[src/rtl/serial_adder_if.sv]
// Operand/result bundle for the digit-serial adder/subtractor.
// The master side issues requests; the slave side is the adder itself.
interface serial_adder_if #(
    parameter int WIDTH = 8
);
    logic             start_i;
    logic             sub_i;
    logic [WIDTH-1:0] a_i;
    logic [WIDTH-1:0] b_i;
    logic             cy_i;
    logic             busy_o;
    logic             done_o;
    logic [WIDTH-1:0] y_o;
    logic             cy_o;
    logic             ov_o;

    modport master (
        output start_i, sub_i, a_i, b_i, cy_i,
        input  busy_o, done_o, y_o, cy_o, ov_o
    );

    modport slave (
        input  start_i, sub_i, a_i, b_i, cy_i,
        output busy_o, done_o, y_o, cy_o, ov_o
    );
endinterface

[src/rtl/serial_adder.sv]
// Digit-serial adder/subtractor: SLICE bits per clock, LSB first, start/busy/done handshake.
// Optional unsigned saturation at completion is enabled by defining SERIAL_ADDER_SAT_EN.
module serial_adder #(
    parameter int WIDTH = 8,
    parameter int SLICE = 2
) (
    input  logic            clk_i,
    input  logic            rst_n_i,
    serial_adder_if.slave   bus
);
    localparam int NSLICE = WIDTH / SLICE;
    localparam int CW     = (NSLICE > 1) ? $clog2(NSLICE) : 1;
    localparam logic [CW-1:0] CNT_LAST = CW'(NSLICE - 1);

    localparam logic [0:0] IDLE = 1'b0;
    localparam logic [0:0] RUN  = 1'b1;

    logic [0:0]       state_q, state_d;
    logic [CW-1:0]    cnt_q,   cnt_d;
    logic [WIDTH-1:0] a_q,     a_d;
    logic [WIDTH-1:0] b_q,     b_d;
    logic             sub_q,   sub_d;
    logic             carry_q, carry_d;
    logic [WIDTH-1:0] acc_q,   acc_d;
    logic             busy_q,  busy_d;
    logic             done_q,  done_d;
    logic [WIDTH-1:0] y_q,     y_d;
    logic             cy_q,    cy_d;
    logic             ov_q,    ov_d;

    logic [31:0]      base_s;
    logic [SLICE-1:0] slice_a_s;
    logic [SLICE-1:0] slice_b_s;
    logic [SLICE:0]   slice_sum_s;
    logic [WIDTH-1:0] sum_full_s;
    logic             cy_fin_s;
    logic             ov_fin_s;
    logic [WIDTH-1:0] y_fin_s;

    // Current slice sum and the completed result as it would look after this edge
    always_comb begin
        base_s      = 32'(cnt_q) * 32'(SLICE);
        slice_a_s   = a_q[base_s +: SLICE];
        slice_b_s   = b_q[base_s +: SLICE];
        slice_sum_s = {1'b0, slice_a_s} + {1'b0, slice_b_s} + {{SLICE{1'b0}}, carry_q};
        sum_full_s  = acc_q;
        sum_full_s[base_s +: SLICE] = slice_sum_s[SLICE-1:0];
        // B is held pre-inverted for subtract, so the add-carry is the inverted borrow
        cy_fin_s    = sub_q ? ~slice_sum_s[SLICE] : slice_sum_s[SLICE];
        ov_fin_s    = (a_q[WIDTH-1] == b_q[WIDTH-1]) && (sum_full_s[WIDTH-1] != a_q[WIDTH-1]);
`ifdef SERIAL_ADDER_SAT_EN
        if (cy_fin_s) begin
            y_fin_s = sub_q ? {WIDTH{1'b0}} : {WIDTH{1'b1}};
        end else begin
            y_fin_s = sum_full_s;
        end
`else
        y_fin_s     = sum_full_s;
`endif
    end

    // Next-state and datapath update for the IDLE/RUN controller
    always_comb begin
        state_d = state_q;
        cnt_d   = cnt_q;
        a_d     = a_q;
        b_d     = b_q;
        sub_d   = sub_q;
        carry_d = carry_q;
        acc_d   = acc_q;
        busy_d  = busy_q;
        done_d  = 1'b0;
        y_d     = y_q;
        cy_d    = cy_q;
        ov_d    = ov_q;
        case (state_q)
            IDLE: begin
                if (bus.start_i) begin
                    a_d     = bus.a_i;
                    b_d     = bus.sub_i ? ~bus.b_i : bus.b_i;
                    sub_d   = bus.sub_i;
                    carry_d = bus.sub_i ? ~bus.cy_i : bus.cy_i;
                    cnt_d   = {CW{1'b0}};
                    acc_d   = {WIDTH{1'b0}};
                    busy_d  = 1'b1;
                    state_d = RUN;
                end else begin
                    busy_d  = 1'b0;
                    state_d = IDLE;
                end
            end
            RUN: begin
                acc_d   = sum_full_s;
                carry_d = slice_sum_s[SLICE];
                if (cnt_q == CNT_LAST) begin
                    y_d     = y_fin_s;
                    cy_d    = cy_fin_s;
                    ov_d    = ov_fin_s;
                    done_d  = 1'b1;
                    busy_d  = 1'b0;
                    cnt_d   = {CW{1'b0}};
                    state_d = IDLE;
                end else begin
                    cnt_d   = cnt_q + CW'(1);
                    busy_d  = 1'b1;
                    state_d = RUN;
                end
            end
            default: begin
                busy_d  = 1'b0;
                cnt_d   = {CW{1'b0}};
                state_d = IDLE;
            end
        endcase
    end

    // State, operand and output registers
    always_ff @(posedge clk_i or negedge rst_n_i) begin
        if (!rst_n_i) begin
            state_q <= IDLE;
            cnt_q   <= {CW{1'b0}};
            a_q     <= {WIDTH{1'b0}};
            b_q     <= {WIDTH{1'b0}};
            sub_q   <= 1'b0;
            carry_q <= 1'b0;
            acc_q   <= {WIDTH{1'b0}};
            busy_q  <= 1'b0;
            done_q  <= 1'b0;
            y_q     <= {WIDTH{1'b0}};
            cy_q    <= 1'b0;
            ov_q    <= 1'b0;
        end else begin
            state_q <= state_d;
            cnt_q   <= cnt_d;
            a_q     <= a_d;
            b_q     <= b_d;
            sub_q   <= sub_d;
            carry_q <= carry_d;
            acc_q   <= acc_d;
            busy_q  <= busy_d;
            done_q  <= done_d;
            y_q     <= y_d;
            cy_q    <= cy_d;
            ov_q    <= ov_d;
        end
    end

    assign bus.busy_o = busy_q;
    assign bus.done_o = done_q;
    assign bus.y_o    = y_q;
    assign bus.cy_o   = cy_q;
    assign bus.ov_o   = ov_q;
endmodule

[src/flat_wrapper.sv]
// flat-port wrapper written by rule: the top's interface ports become plain ports
module serial_adder_flat 
#(
    parameter int WIDTH = 8,
    parameter int SLICE = 2
)
  (clk_i, rst_n_i, bus_start_i, bus_sub_i, bus_a_i, bus_b_i, bus_cy_i, bus_busy_o, bus_done_o, bus_y_o, bus_cy_o, bus_ov_o);
  serial_adder_if #(.WIDTH(WIDTH)) bus_i ();
  input  logic clk_i;
  input  logic rst_n_i;
  input wire logic [$bits(bus_i.start_i)-1:0] bus_start_i;
  input wire logic [$bits(bus_i.sub_i)-1:0] bus_sub_i;
  input wire logic [$bits(bus_i.a_i)-1:0] bus_a_i;
  input wire logic [$bits(bus_i.b_i)-1:0] bus_b_i;
  input wire logic [$bits(bus_i.cy_i)-1:0] bus_cy_i;
  output wire logic [$bits(bus_i.busy_o)-1:0] bus_busy_o;
  output wire logic [$bits(bus_i.done_o)-1:0] bus_done_o;
  output wire logic [$bits(bus_i.y_o)-1:0] bus_y_o;
  output wire logic [$bits(bus_i.cy_o)-1:0] bus_cy_o;
  output wire logic [$bits(bus_i.ov_o)-1:0] bus_ov_o;
  assign bus_i.start_i = bus_start_i;
  assign bus_i.sub_i = bus_sub_i;
  assign bus_i.a_i = bus_a_i;
  assign bus_i.b_i = bus_b_i;
  assign bus_i.cy_i = bus_cy_i;
  assign bus_busy_o = bus_i.busy_o;
  assign bus_done_o = bus_i.done_o;
  assign bus_y_o = bus_i.y_o;
  assign bus_cy_o = bus_i.cy_o;
  assign bus_ov_o = bus_i.ov_o;
  serial_adder #(.WIDTH(WIDTH), .SLICE(SLICE)) u_core (.clk_i(clk_i), .rst_n_i(rst_n_i), .bus(bus_i));
endmodule
[config.mk]
export PLATFORM = sky130hd
export DESIGN_NAME = serial_adder_flat
export DESIGN_NICKNAME = d
export VERILOG_FILES = /design/src/rtl/serial_adder_if.sv /design/src/rtl/serial_adder.sv /design/src/flat_wrapper.sv
export SDC_FILE = /design/constraint.sdc
export NUM_CORES = 1
export LEC_CHECK = 0
export CAP_MARGIN = 30
export CORE_MARGIN = 2
export CORE_UTILIZATION = 45
export DETAILED_ROUTE_END_ITERATION = 8
export GPL_ROUTABILITY_DRIVEN = 1
export HOLD_SLACK_MARGIN = 0.02
export PLACE_DENSITY = 0.74
export SLEW_MARGIN = 15
export SYNTH_ARGS = -nofsm -noshare
export SYNTH_HDL_FRONTEND = slang
export SYNTH_SLANG_ARGS = --single-unit
[constraint.sdc]
create_clock -name clk_i -period 4.35 [get_ports clk_i]
set_input_delay 0.6525 -clock clk_i [delete_from_list [all_inputs] [get_ports clk_i]]
set_output_delay 0.6525 -clock clk_i [all_outputs]
set_load 0.005 [all_outputs]
Word-level counts from Yosys, hierarchy flattened
Cells that the tools add are included.
{"block": "totals", "register_bits": 40, "latchBits": 0, "ramBits": 0, "rom_bits": 0, "inputBits": 21, "output_inout_bits": 12, "n_memories": 0}
{"block": "op_classes", "n_addsub": 4, "mul": 0, "n_div": 0, "order_cmp": 0, "eq_ne": 4, "shifts": 4, "muxes": 16, "bitwise": 4, "reduce_logical": 3}
{"operator": "negator 3 -> 34 bit", "count": 1}
{"operator": "variable shift 2 x 34 -> 8 bit, first input constant", "count": 1}
{"operator": "indexed part select 2 x 34 -> 8 bit", "count": 1}
{"operator": "2-to-1 mux 8 bit", "count": 2}
{"operator": "case mux 8 bit (2 select lines)", "count": 1}
{"operator": "indexed part select 8 x 4 -> 2 bit", "count": 2}
{"operator": "bitwise mux 8 bit", "count": 1}
{"operator": "inverter 8 bit", "count": 1}
{"operator": "2-to-1 mux 1 bit", "count": 7}
{"operator": "2-to-1 mux 2 bit", "count": 2}
{"operator": "case mux 1 bit (2 select lines)", "count": 2}
{"operator": "case mux 2 bit (2 select lines)", "count": 1}
{"operator": "AND reduction 2 bit", "count": 2}
{"operator": "adder 2 x 2 -> 3 bit", "count": 1}
{"operator": "adder 3 x 1 -> 3 bit", "count": 1}
{"operator": "inverter 1 bit", "count": 3}
{"operator": "adder 2 x 1 -> 2 bit, second input constant", "count": 1}
{"operator": "equality test 2 bit, second input constant", "count": 1}
{"operator": "!= test 2 bit, second input constant", "count": 1}
{"operator": "equality test 1 bit", "count": 1}
{"operator": "logical AND 1 bit", "count": 1}
{"operator": "!= test 1 bit", "count": 1}

Logic depth before layout (Yosys ltp)
Gate-level depths: netlist (run 1).
{"block": "logic_depth", "word_depth": 7, "mapped_depth": 8}

Worst setup path before layout (run 1)
Ideal clock, no wire load.
{"block": "synth_timing", "kind": "flip-flop to flip-flop", "startpoint": "reg u_core.cnt_q[0]", "endpoint": "reg u_core.ov_q (netlist: u_core.bus.ov_o)", "t_arrival_ps": 2360, "t_required_ps": 4223, "setup_slack_ps": 1863, "path_stages_with_launch": 9, "path_buffers": 1, "period_less_slack_ps": 2487, "path_cell_list": "dfrtp_1 buf_4 mux4_2 fa_1 inv_1 fa_1 nor2_1 a311o_1 nand3_1"}
{"block": "synth_via", "elab_chain_cells": 7, "word_cells_on_any_way": 12}
{"item": "start: declaration", "line": "serial_adder.sv:19", "text": "logic [CW-1:0] cnt_q, cnt_d;"}
{"item": "start signal: assignment", "line": "serial_adder.sv:121", "text": "cnt_q <= {CW{1'b0}};"}
{"item": "start signal: assignment", "line": "serial_adder.sv:134", "text": "cnt_q <= cnt_d;"}
{"item": "indexed part select 8 x 4 -> 2 bit (on tied branches)", "line": "serial_adder.sv:43, serial_adder.sv:44"}
{"item": "adder 2 x 2 -> 3 bit", "line": "serial_adder.sv:45", "text": "slice_sum_s = {1'b0, slice_a_s} + {1'b0, slice_b_s} + {{SLICE{1'b0}}, carry_q};"}
{"item": "adder 3 x 1 -> 3 bit", "line": "serial_adder.sv:45"}
{"item": "indexed part select 2 x 34 -> 8 bit", "line": "serial_adder.sv:47", "text": "sum_full_s[base_s +: SLICE] = slice_sum_s[SLICE-1:0];"}
{"item": "bitwise mux 8 bit", "line": "serial_adder.sv:47"}
{"item": "!= test 1 bit", "line": "serial_adder.sv:50", "text": "ov_fin_s = (a_q[WIDTH-1] == b_q[WIDTH-1]) && (sum_full_s[WIDTH-1] != a_q[WIDTH-1]);"}
{"item": "logical AND 1 bit", "line": "serial_adder.sv:50"}
{"item": "end signal: assignment", "line": "serial_adder.sv:144", "text": "ov_q <= ov_d;"}
{"item": "end: declaration", "line": "serial_adder.sv:29", "text": "logic ov_q, ov_d;"}
Several ways; a longest one is shown, not always the timed one.
A chain may end at the register's enable or synchronous reset.

Final worst setup path (run 1)
Same ends and word-level chain as after synthesis.

==> impl_results.md, run 1 <==
- Outcome: finished, final reports clean
- RR Endpoint: u_core.bus.ov_o$_DFFE_PN0P_
- Synth async-reset ratio: 100%
- Hpwl dp: between 2000 and 2500 um
- Flop2flop setup slack: 1570 ps
- Final setup vio count: 0
- Final hold violations: 0
- Antenna Nets Post-Route: 0
- Crit Reg-Reg Startpoint: u_core.cnt_q[0]$_DFFE_PN0P_
- Met3 routed WL: around 140 um
- Max-slew violations: 0
- I/O pin count: 33
- Yosys top cell area share: 50.4%
- Synth area leader: dfrtp_1
- Tcrit/Tclk final: between 60 and 70%
- GRT Total Usage: about 16%
- Root buffer cell: clkbuf_8
- Synth cell count leaders: dfrtp_1 (40), nand2_1 (29), o21ai_0 (20), nor2b_1 (11), xnor2_1 (9)
- Port Buffers: 32
- CTS resizes: 0
- Sequential power share: about 40%
- Maximum achievable frequency: about 0.36 GHz
- Switching pwr: roughly 610 uW
- CTS max path bufs: 2
- Met2 Wirelength: ~1600 um
- Detailed-route via count: about 1300
- Pwr dens: 692 nW/um2
- Setup tns final: 0 ps
- Most used DFF post-synth: dfrtp_1
- Layout cell share with drive strength beyond 1: between 10 and 15%
- Cell Area, Placed: about 2300 um2
- Synth warnings: 0
- Top cells by area, synth: dfrtp_1 (50%), nand2_1 (5.5%), o21ai_0 (5.0%)
- Arrival time at the worst endpoint: a little under 3000 ps
- Clock transition at path regs: ~70 ps
- FF-to-FF path depth: 7
- Slew at the pin with the worst max-slew slack: approximately 560 ps
- Routed len/inst: between 10 and 15 um
- Hold WC Path Type: in -> async
- Slew HR: 62.4%
- DR DRC count: 0
- Mapped cell area: 1990 um2
- Syn Nets: 207
- Initial Util: a little under half
- Drt total wl: between 3000 and 4000 um
- DR iter-0 viols: 112
- Kind of critical path: reg -> reg
- DRT met1 WL: ~1700 um
- CP Launch Type: flop
- Required @ worst endpoint: between 4000 and 5000 ps
- Crit Path Max Fanout: 13
- Syn Area/Cell: about 11 um2
- Width of the die: approximately 70 um
- Clock sink total: 40
- CTS tree: done
- Cell area after layout: 2420 um2
- Power, Total: 1670 uW
- Post-synth EDFFs: 0
- Sequential area share after synthesis: 50.4%
- Final design utilization: between 50 and 60%
- CP Capture Type: flop
- Number of synthesized register bits: 40
- Max-Cap Viols: 0
- Synth-to-Final Area Change: 21.9%
- Die Ht: 70.4 um
- Routed vias/inst: ~5.1
- Int Pwr: roughly 1100 uW
- Cells after synthesis: 178
- Switch share: 36.3%
- Worst Skew: a little under 7 ps
- Worst hold slack: approximately 300 ps
- Max VDD drop: between 0.0003 and 0.0004 V
- RSZ-0062 raised after global routing: no
- Initial antenna violation count: 0
- Final Critical Period: about 2800 ps
- Leakage: 0.00105 uW
- Largest net degree at the start of global routing: between 40 and 50
- Netlist cell types: 30
- Core area: 4290 um2
- Clock power share: between 15 and 20%
- H-tree depth: 2
- DR top layer: met4
- Ant diodes: 0
- Most instantiated library cell after synthesis: dfrtp_1
- Fillcell total: a little under 400
- Combinational share of power: roughly 45%
- Wire length of the first global-routing pass: roughly 6200 um
- Rows: 24
- CTS Buf Count: 5
- Die ar.: 4960 um2
- RePlAce Congestion: about 0.81
- Post-CTS setup buffers: 0
- Final nets: roughly 240
- Detailed Routing Iterations Pass 1: 4
- Gr ovfl total: 0
- Worst-Skew Late Latency: 290 ps
- Vias in the first global route: 1275
- Hold_buf cts: 0
## worst max-delay path by stage
| stage | slack (ps) | to | cells after the start | start |
|---|---|---|---|---|
| 2_1_floorplan | 1860 | u_core.bus.ov_o$_DFFE_PN0P_ | 8 | u_core.cnt_q[0]$_DFFE_PN0P_ |
| 3_3_place_gp | 1640 | u_core.bus.ov_o$_DFFE_PN0P_ | 7 | u_core.cnt_q[0]$_DFFE_PN0P_ |
| 3_5_place_dp | 1590 | u_core.acc_q[1]$_DFFE_PN0P_ | 7 | u_core.cnt_q[0]$_DFFE_PN0P_ |
| 4_1_cts | 1550 | u_core.bus.ov_o$_DFFE_PN0P_ | 7 | u_core.cnt_q[0]$_DFFE_PN0P_ |
| 5_1_grt | 1330 | u_core.bus.y_o[1]$_DFFE_PN0P_ | 7 | u_core.cnt_q[0]$_DFFE_PN0P_ |
| 6_report | 1570 | u_core.bus.ov_o$_DFFE_PN0P_ | 7 | u_core.cnt_q[0]$_DFFE_PN0P_ |
## sequential cells by signal, indices dropped and copies added, names as in the netlist
signal	cells
u_core.carry_q	1
u_core.b_q	8
u_core.bus.busy_o	1
u_core.acc_q	8
u_core.bus.done_o	1
u_core.bus.ov_o	1
u_core.sub_q	1
u_core.bus.cy_o	1
u_core.a_q	8
u_core.cnt_q	2
u_core.bus.y_o	8
## power groups by stage
| stage | logic [uW] | registers, uW | clock network [uW] |
|---|---|---|---|
| floorplan | 583 | 622 | 0 |
| global route | 853 | 697 | 283 |
| finish | 747 | 668 | 260 |
| global placement | 736 | 672 | 0 |
| detailed placement | 754 | 675 | 0 |
| CTS | 754 | 671 | 268 |
## cell type report
class	instances	area [um2]	area share, %
sequential	40	1000	41.4
multi-input combinational	121	888	36.7
timing repair buffer	33	343	14.2
clock buffer	7	96.3	3.98
tap	52	65.1	2.69
inverter	7	26.3	1.09
## per-stage QoR
step / worst slack [ps] / std cells
floorplan: 1860 / 178
global placement: 1640 / 252
detailed placement: 1590 / 252
CTS: 1550 / 259
global route: 1330 / 260
finish: 1570 / 260
## placed cells by master (no fill, tap or decap)
master	count
nand3_1	1
and2b_4	1
xnor2_1	9
a31oi_1	6
nand2_1	29
nand2b_1	1
mux2_2	6
mux2_4	3
nor2b_1	11
nor2_1	4
clkbuf_8	7
a311o_1	1
nand4_1	2
a41oi_1	2
dfrtp_1	40
mux4_2	4
fa_1	2
ha_1	6
nand2b_4	1
nor4bb_1	1
buf_16	1
xor2_1	1
o22ai_1	7
buf_2	1
a211o_1	1
o21ai_0	20
clkdlybuf4s50_1	31
a22oi_1	1
o31ai_1	1
inv_1	7
## worst max-delay path, cell delays in order, from the launching register on
cell and delay [ps]:
dfrtp_1 650, mux4_2 580, fa_1 410, inv_1 80, fa_1 420, nor2_1 230
a311o_1 210, nand3_1 70
## routing by layer
metal | vias to the layer above | track usage, %
li1 | 674 | -
met1 | 619 | 23.9
met2 | 30 | 22.6
met3 | 8 | 3.17
met4 | 0 | 5.77
met5 | - | 0
## kinds of logic (layout without fill, tap and decap cells)
logic type,after synthesis,count (layout),synth area share [%]
mux,13,13,10.2
flops,40,40,50.4
xor+xnor,10,10,4.41
buf+inv,17,47,4.85
fa+ha+maj,8,8,5.80
compound gates,39,39,11.7
simple gates,51,51,12.6
Power figures use the tool's default switching activity.
==> run 2: changes to the inputs <==
Clock period 4.35 ns to 2.6 ns, I/O delays scaled along.
==> run 2 against run 1 <==
Cell area grew 1.2%. Core utilization rose by 0.70 points. Non-clock buffer count rose by 5. Wire length up 4.3%. Clock-buffer cell count shrank 1. Sequential power is 62% higher. Combinational power is 75% higher. Largest power group unchanged. Critical path depth unchanged. Via count up 1.3%. Worst hold slack improved by 170 ps.
==> impl_results.md, run 2 (synthesized netlist as in run 1, its figures left out) <==
- Outcome: finished, final reports clean
- Max-slew violations: 0 (unchanged)
- Slew at the pin with the worst max-slew slack: 576 ps (+12.6 ps)
- Ant diodes: 0 (unchanged)
- H-tree depth: 2 (unchanged)
- Setup tns final: 0 ps (unchanged)
- Final nets: 242 (+2.1%)
- Detailed Routing Iterations Pass 1: 4 (unchanged)
- Routed len/inst: 13.4 um (+2.0%)
- Slew HR: 61.5% (-0.85 points)
- Worst Skew: 3.50 ps (-3.32 ps)
- Most frequent cells in the layout: dfrtp_1 (39), clkdlybuf4s50_1 (31), nand2_1 (29)
- Largest net degree at the start of global routing: 41 (unchanged)
- Wire length of the first global-routing pass: 6180 um (-0.77%)
- Root buffer cell: clkbuf_8
- Die Ht: 70.4 um (unchanged)
- Most common cell after layout, fill and taps aside: dfrtp_1
- Hold WC Path Type: in -> async
- Maximum achievable frequency: 0.410 GHz (+14%)
- FF/Latch Area: 1000 um2 (+0.12%)
- Core area: 4290 um2 (unchanged)
- Required @ worst endpoint: 2810 ps (-1710 ps)
- DR DRC count: 0 (unchanged)
- CP max stage cell: mux4_2
- CP Capture Type: flop
- Rows: 24 (unchanged)
- Final design utilization: 57.1% (+0.70 points)
- Non-filler cells in the finished layout: 266 (+2.3%)
- CTS max path bufs: 2 (unchanged)
- RePlAce Congestion: 0.825 (+2.3%)
- Worst-path cell chain: mux4_2 -> fa_1 -> inv_1 -> fa_1 -> nor2_1 -> a31oi_1 -> o21ai_0
- Arrival time at the worst endpoint: 2650 ps (-300 ps)
- Final hold violations: 0 (unchanged)
- Die ar.: 4960 um2 (unchanged)
- CTS Buf Count: 5 (unchanged)
- Worst Path Buf+Inv: 1 (unchanged)
- Layout cell share with drive strength beyond 1: 14.0% (+2.5 points)
- CP Launch Type: flop
- RSZ-0062 raised after global routing: yes
- Clock transition at path regs: 80 ps (about the same)
- Detailed-route via count: 1348 (+1.3%)
- Clock sink total: 40 (unchanged)
- Final setup vio count: 0 (unchanged)
- FF-to-FF path depth: 7 (unchanged)
- Post-CTS setup buffers: 0 (unchanged)
- Pwr dens: 1150 nW/um2 (+66%)
- Antenna Nets Post-Route: 0 (unchanged)
- Max VDD drop: 0.000451 V (+45%)
- Final Critical Period: 2440 ps (-342 ps)
- Vias in the first global route: 1349 (+5.8%)
- CTS tree: done
- Multi-input gate area: 888 um2 (unchanged)
- Worst-Skew Late Latency: 290 ps (about the same)
- Leakage: 0.00107 uW (+1.9%)
- GRT Total Usage: 16.2% (+0.33 points)
- Critical Path Stages: 7 (unchanged)
- Width of the die: 70.4 um (unchanged)
- Kind of critical path: reg -> reg
- Initial antenna violation count: 0 (unchanged)
- Gr ovfl total: 0 (unchanged)
- Port Buffers: 32 (unchanged)
- Synth-to-Final Area Change: 23.4%
- Initial Util: 46.2% (unchanged)
- Fillcell total: 372 (-4.9%)
- Placed cell count: 256 (+1.6%)
- DR iter-0 viols: 30 (-73%)
- I/O pin count: 33 (unchanged)
- CP delay by family, top: adder cells
- Crit-path max cell delay: 530 ps (-120 ps)
- Max-Cap Viols: 0 (unchanged)
- Tcrit/Tclk final: 93.8% (+30 points)
- Crit Path Max Fanout: 4 (-9)
- Routed vias/inst: 5.07 (-1.0%)
- Drt total wl: 3560 um (+4.3%)
- Crit path top cell by count: fa_1
- Hpwl dp: 2560 um (+5.1%)
[run 2: area by class of cell]
type	instances	share of cell area, %
clock buffer	6	3.37
clock inverter	2	0.409
inverter	7	1.07
multi-input combinational	121	36.3
sequential	40	40.9
tap	52	2.66
timing repair buffer	38	15.3
[run 2: where the power goes]
part | internal (uW) | switching (uW) | total [uW] | leakage [uW]
Clock | 212 | 211 | 423 | 0.0000510
Sequential | 899 | 185 | 1080 | 0.000512
Combinational | 671 | 635 | 1310 | 0.000509
Total | 1780 | 1030 | 2810 | 0.00107
[run 2: metrics by stage]
| step | cell area (um2) | worst slack, ps | total power, uW | hold slack (ps) |
|---|---|---|---|---|
| 3_3_place_gp | 2330 | 155 | 2390 | 463 |
| 5_1_grt | 2450 | -1.72 | 3080 | 490 |
| 3_5_place_dp | 2330 | 88.8 | 2410 | 470 |
| 2_1_floorplan | 1990 | 113 | 2010 | 94.4 |
| 4_1_cts | 2420 | 67.8 | 2840 | 235 |
| 6_report | 2450 | 161 | 2810 | 466 |
[run 2: worst paths after layout]
check                                               from                            end  slack, ps
min reg2reg                u_core.bus.y_o[2]$_DFFE_PN0P_  u_core.bus.y_o[2]$_DFFE_PN0P_        480
min in group clk_i         u_core.bus.y_o[2]$_DFFE_PN0P_  u_core.bus.y_o[2]$_DFFE_PN0P_        480
min                                              rst_n_i  u_core.bus.y_o[0]$_DFFE_PN0P_        470
max reg2reg                  u_core.cnt_q[0]$_DFFE_PN0P_    u_core.acc_q[7]$_DFFE_PN0P_        160
max in group asynchronous                        rst_n_i    u_core.cnt_q[0]$_DFFE_PN0P_       1710
max                          u_core.cnt_q[0]$_DFFE_PN0P_    u_core.acc_q[7]$_DFFE_PN0P_        160
[run 2: worst register-to-register path: cells and delay by family (launching register included)]
kind	cells	cell delay, ps
and+or+nand+nor	1	220
adders and majority gates	2	820
buffers and inverters	1	70
AOI/OAI and AO/OA	2	310
muxes	1	530
DFF	1	420
[run 2: per-layer routing]
metal | global-route usage (%) | part of all wire, % | vias to the layer above
met3 | 4.33 | 5.2 | 7
met1 | 21.6 | 46 | 623
met2 | 24.2 | 46 | 36
met5 | 0 | 0 | -
li1 | - | - | 682
met4 | 8.33 | 2.5 | 0
[run 2: what timing repair did]
item                                   in CTS  in global routing
resized for setup                           0                  2
setup endpoints to repair                   0                  9
endpoints found under the hold margin       0                  6
hold buffers                                0                  1
==> run 3: changes to the inputs <==
Settings changed: RECOVER_POWER set to 25.
==> run 3 against run 2 <==
Combinational power is essentially flat. Critical path depth is the same. Largest power group unchanged. Clock-buffer cell count is the same. Clock skew is essentially flat. Power is essentially flat. Via count shrank 0.15%. Largest cell class unchanged. Non-clock buffer count is the same. Critical endpoint unchanged. Flip-flop and latch count is the same. Global-route usage is the same. Core utilization shrank 0.38 points. Fmax is essentially flat.
==> impl_results.md, run 3 (synthesized netlist as in run 1, its figures left out) <==
- Cell area after layout: 2430 um2 (-0.66%)
- Tcrit/Tclk final: 93.8% (about the same)
- I/O pin count: 33 (unchanged)
- CP delay by family, top: adder cells
- DR DRC count: 0 (unchanged)
- Kind of critical path: reg -> reg
- Worst Skew: 3.16 ps (-0.334 ps)
- Core area: 4290 um2 (unchanged)
- Initial Util: 46.2% (unchanged)
- Max VDD drop: 0.000451 V (about the same)
- Slew at the pin with the worst max-slew slack: 816 ps (+240 ps)
- Worst setup path endpoint: u_core.acc_q[7]$_DFFE_PN0P_
- Pwr dens: 1160 nW/um2 (+0.57%)
- CP Capture Type: flop
- Cell Area, Placed: 2330 um2 (unchanged)
- Ant diodes: 0 (unchanged)
- Crit Path Max Fanout: 4 (unchanged)
- Critical Path Stages: 7 (unchanged)
- Max-Cap Viols: 0 (unchanged)
- Most frequent cells in the layout: dfrtp_1 (39), clkdlybuf4s50_1 (31), nand2_1 (29)
- GRT Total Usage: 16.2% (unchanged)
- Final hold violations: 0 (unchanged)
- Switch share: 36.7% (+0.045 points)
- Final design utilization: 56.7% (-0.38 points)
- Flop2flop setup slack: 160 ps (about the same)
- Largest net degree at the start of global routing: 41 (unchanged)
- Sequential power share: 38.6% (about the same)
- Int Pwr: 1780 uW (-0.16%)
- Hpwl dp: 2560 um (unchanged)
- Crit-path max cell delay: 530 ps (about the same)
- Worst-path cell chain: mux4_2 -> fa_1 -> inv_1 -> fa_1 -> nor2_1 -> a31oi_1 -> o21ai_0
- Die Ht: 70.4 um (unchanged)
- Wire length of the first global-routing pass: 6180 um (unchanged)
- Hold WC Path Type: reg -> reg
- Slew HR: 45.6% (-16 points)
- DR iter-0 viols: 50 (+67%)
- Layout cell share with drive strength beyond 1: 13.6% (-0.47 points)
- Worst Path Buf+Inv: 1 (unchanged)
- Final Critical Period: 2440 ps (-0.424 ps)
- Power, Total: 2810 uW (about the same)
- Arrival time at the worst endpoint: 2650 ps (about the same)
- RR Endpoint: u_core.acc_q[7]$_DFFE_PN0P_
- Vias in the first global route: 1349 (unchanged)
- Final setup vio count: 0 (unchanged)
- CTS max path bufs: 2 (unchanged)
- RePlAce Congestion: 0.825 (unchanged)
- Most common cell after layout, fill and taps aside: dfrtp_1
- CTS tree: done
- Port Buffers: 32 (unchanged)
- Routed len/inst: 13.4 um (+0.53%)
- Clock sink total: 40 (unchanged)
- Post-CTS setup buffers: 0 (unchanged)
- Maximum achievable frequency: 0.410 GHz (about the same)
- Clock power share: 15.1% (about the same)
- Final nets: 242 (unchanged)
- Max-slew violations: 0 (unchanged)
- Clock transition at path regs: 80 ps (about the same)
- Worst-Skew Late Latency: 290 ps (about the same)
- H-tree depth: 2 (unchanged)
- Crit Reg-Reg Startpoint: u_core.cnt_q[0]$_DFFE_PN0P_
- Fillcell total: 374 (+0.54%)
- Crit path launch: u_core.cnt_q[0]$_DFFE_PN0P_
- Crit path top cell by count: fa_1
- Die ar.: 4960 um2 (unchanged)
- Width of the die: 70.4 um (unchanged)
- Switching pwr: 1030 uW (about the same)
- CP Launch Type: flop
- Detailed-route via count: 1346 (-0.15%)
- Root buffer cell: clkbuf_8
- Combinational share of power: 46.3% (about the same)
- Outcome: finished, final reports clean
- FF-to-FF path depth: 7 (unchanged)
- Gr ovfl total: 0 (unchanged)
- Synth-to-Final Area Change: 22.6%
- RSZ-0062 raised after global routing: yes
- Antenna Nets Post-Route: 0 (unchanged)
- Detailed Routing Iterations Pass 1: 4 (unchanged)
- CP max stage cell: mux4_2
- Required @ worst endpoint: 2810 ps (about the same)
- Drt total wl: 3570 um (+0.53%)
- Leakage: 0.00106 uW (-0.75%)
- Routed vias/inst: 5.06 (-0.15%)
- CTS Buf Count: 5 (unchanged)
- Rows: 24 (unchanged)
- Initial antenna violation count: 0 (unchanged)
- Setup tns final: 0 ps (unchanged)
[run 3: cell count changes in the layout (fill, tap and decap cells not counted)]
| cell | previous run | this run |
|---|---|---|
| buf_12 | 1 | 0 |
| buf_2 | 1 | 0 |
| clkbuf_1 | 0 | 1 |
| clkbuf_2 | 0 | 1 |
[run 3: tightest hold or removal path, cell delays in order (launching register included)]
cell and delay [ps]:
dfrtp_1 350, nand2_1 40, o21ai_0 60
[run 3: what timing repair did]
item / 4_1_cts / 5_1_grt
setup endpoints to repair: 0 / 9
hold buffers: 0 / 1
hold endpoints to repair: 0 / 6
gates resized for setup: 0 / 2
[run 3: power by group through the flow]
stage	Sequential, uW	Clock [uW]	Combinational, uW
final	1090	423	1300
after global routing	1130	462	1480
after CTS	1090	437	1320
after detailed placement	1090	0	1310
after global placement	1090	0	1290
after floorplan	1040	0	975
[run 3: area by class of cell]
type	instances	area [um2]	share of cell area, %
clock inverters	2	10.0	0.411
clock buffers	6	82.6	3.39
inverters	7	26.3	1.08
well taps	52	65.1	2.67
multi-input cells	121	888	36.5
flip-flops and latches	40	1000	41.2
repair buffers	38	359	14.8
[run 3: through the flow]
stage	worst slack [ps]	hold slack [ps]	std cells
6_report	162	481	266
5_1_grt	-1.72	509	266
4_1_cts	67.8	235	264
3_5_place_dp	88.8	470	256
3_3_place_gp	155	463	256
2_1_floorplan	113	94.4	178
[run 3: layer usage]
layer | GRT usage (%) | vias up | part of all wire, %
li1 | - | 682 | -
met1 | 21.6 | 621 | 46
met2 | 24.2 | 36 | 46
met3 | 4.33 | 7 | 5.1
met4 | 8.33 | 0 | 2.5
met5 | 0 | - | 0
[run 3: worst min path at each step]
stage	from	to	slack (ps)	cells past startpoint
CTS	rst_n_i	u_core.bus.y_o[6]$_DFFE_PN0P_	240	1
detailed placement	u_core.bus.y_o[6]$_DFFE_PN0P_	u_core.bus.y_o[6]$_DFFE_PN0P_	470	2
finish	u_core.bus.y_o[2]$_DFFE_PN0P_	u_core.bus.y_o[2]$_DFFE_PN0P_	480	2
global route	u_core.b_q[1]$_DFFE_PN0P_	u_core.b_q[1]$_DFFE_PN0P_	510	2
floorplan	rst_n_i	u_core.a_q[0]$_DFFE_PN0P_	90	0
global placement	u_core.bus.y_o[6]$_DFFE_PN0P_	u_core.bus.y_o[6]$_DFFE_PN0P_	460	2
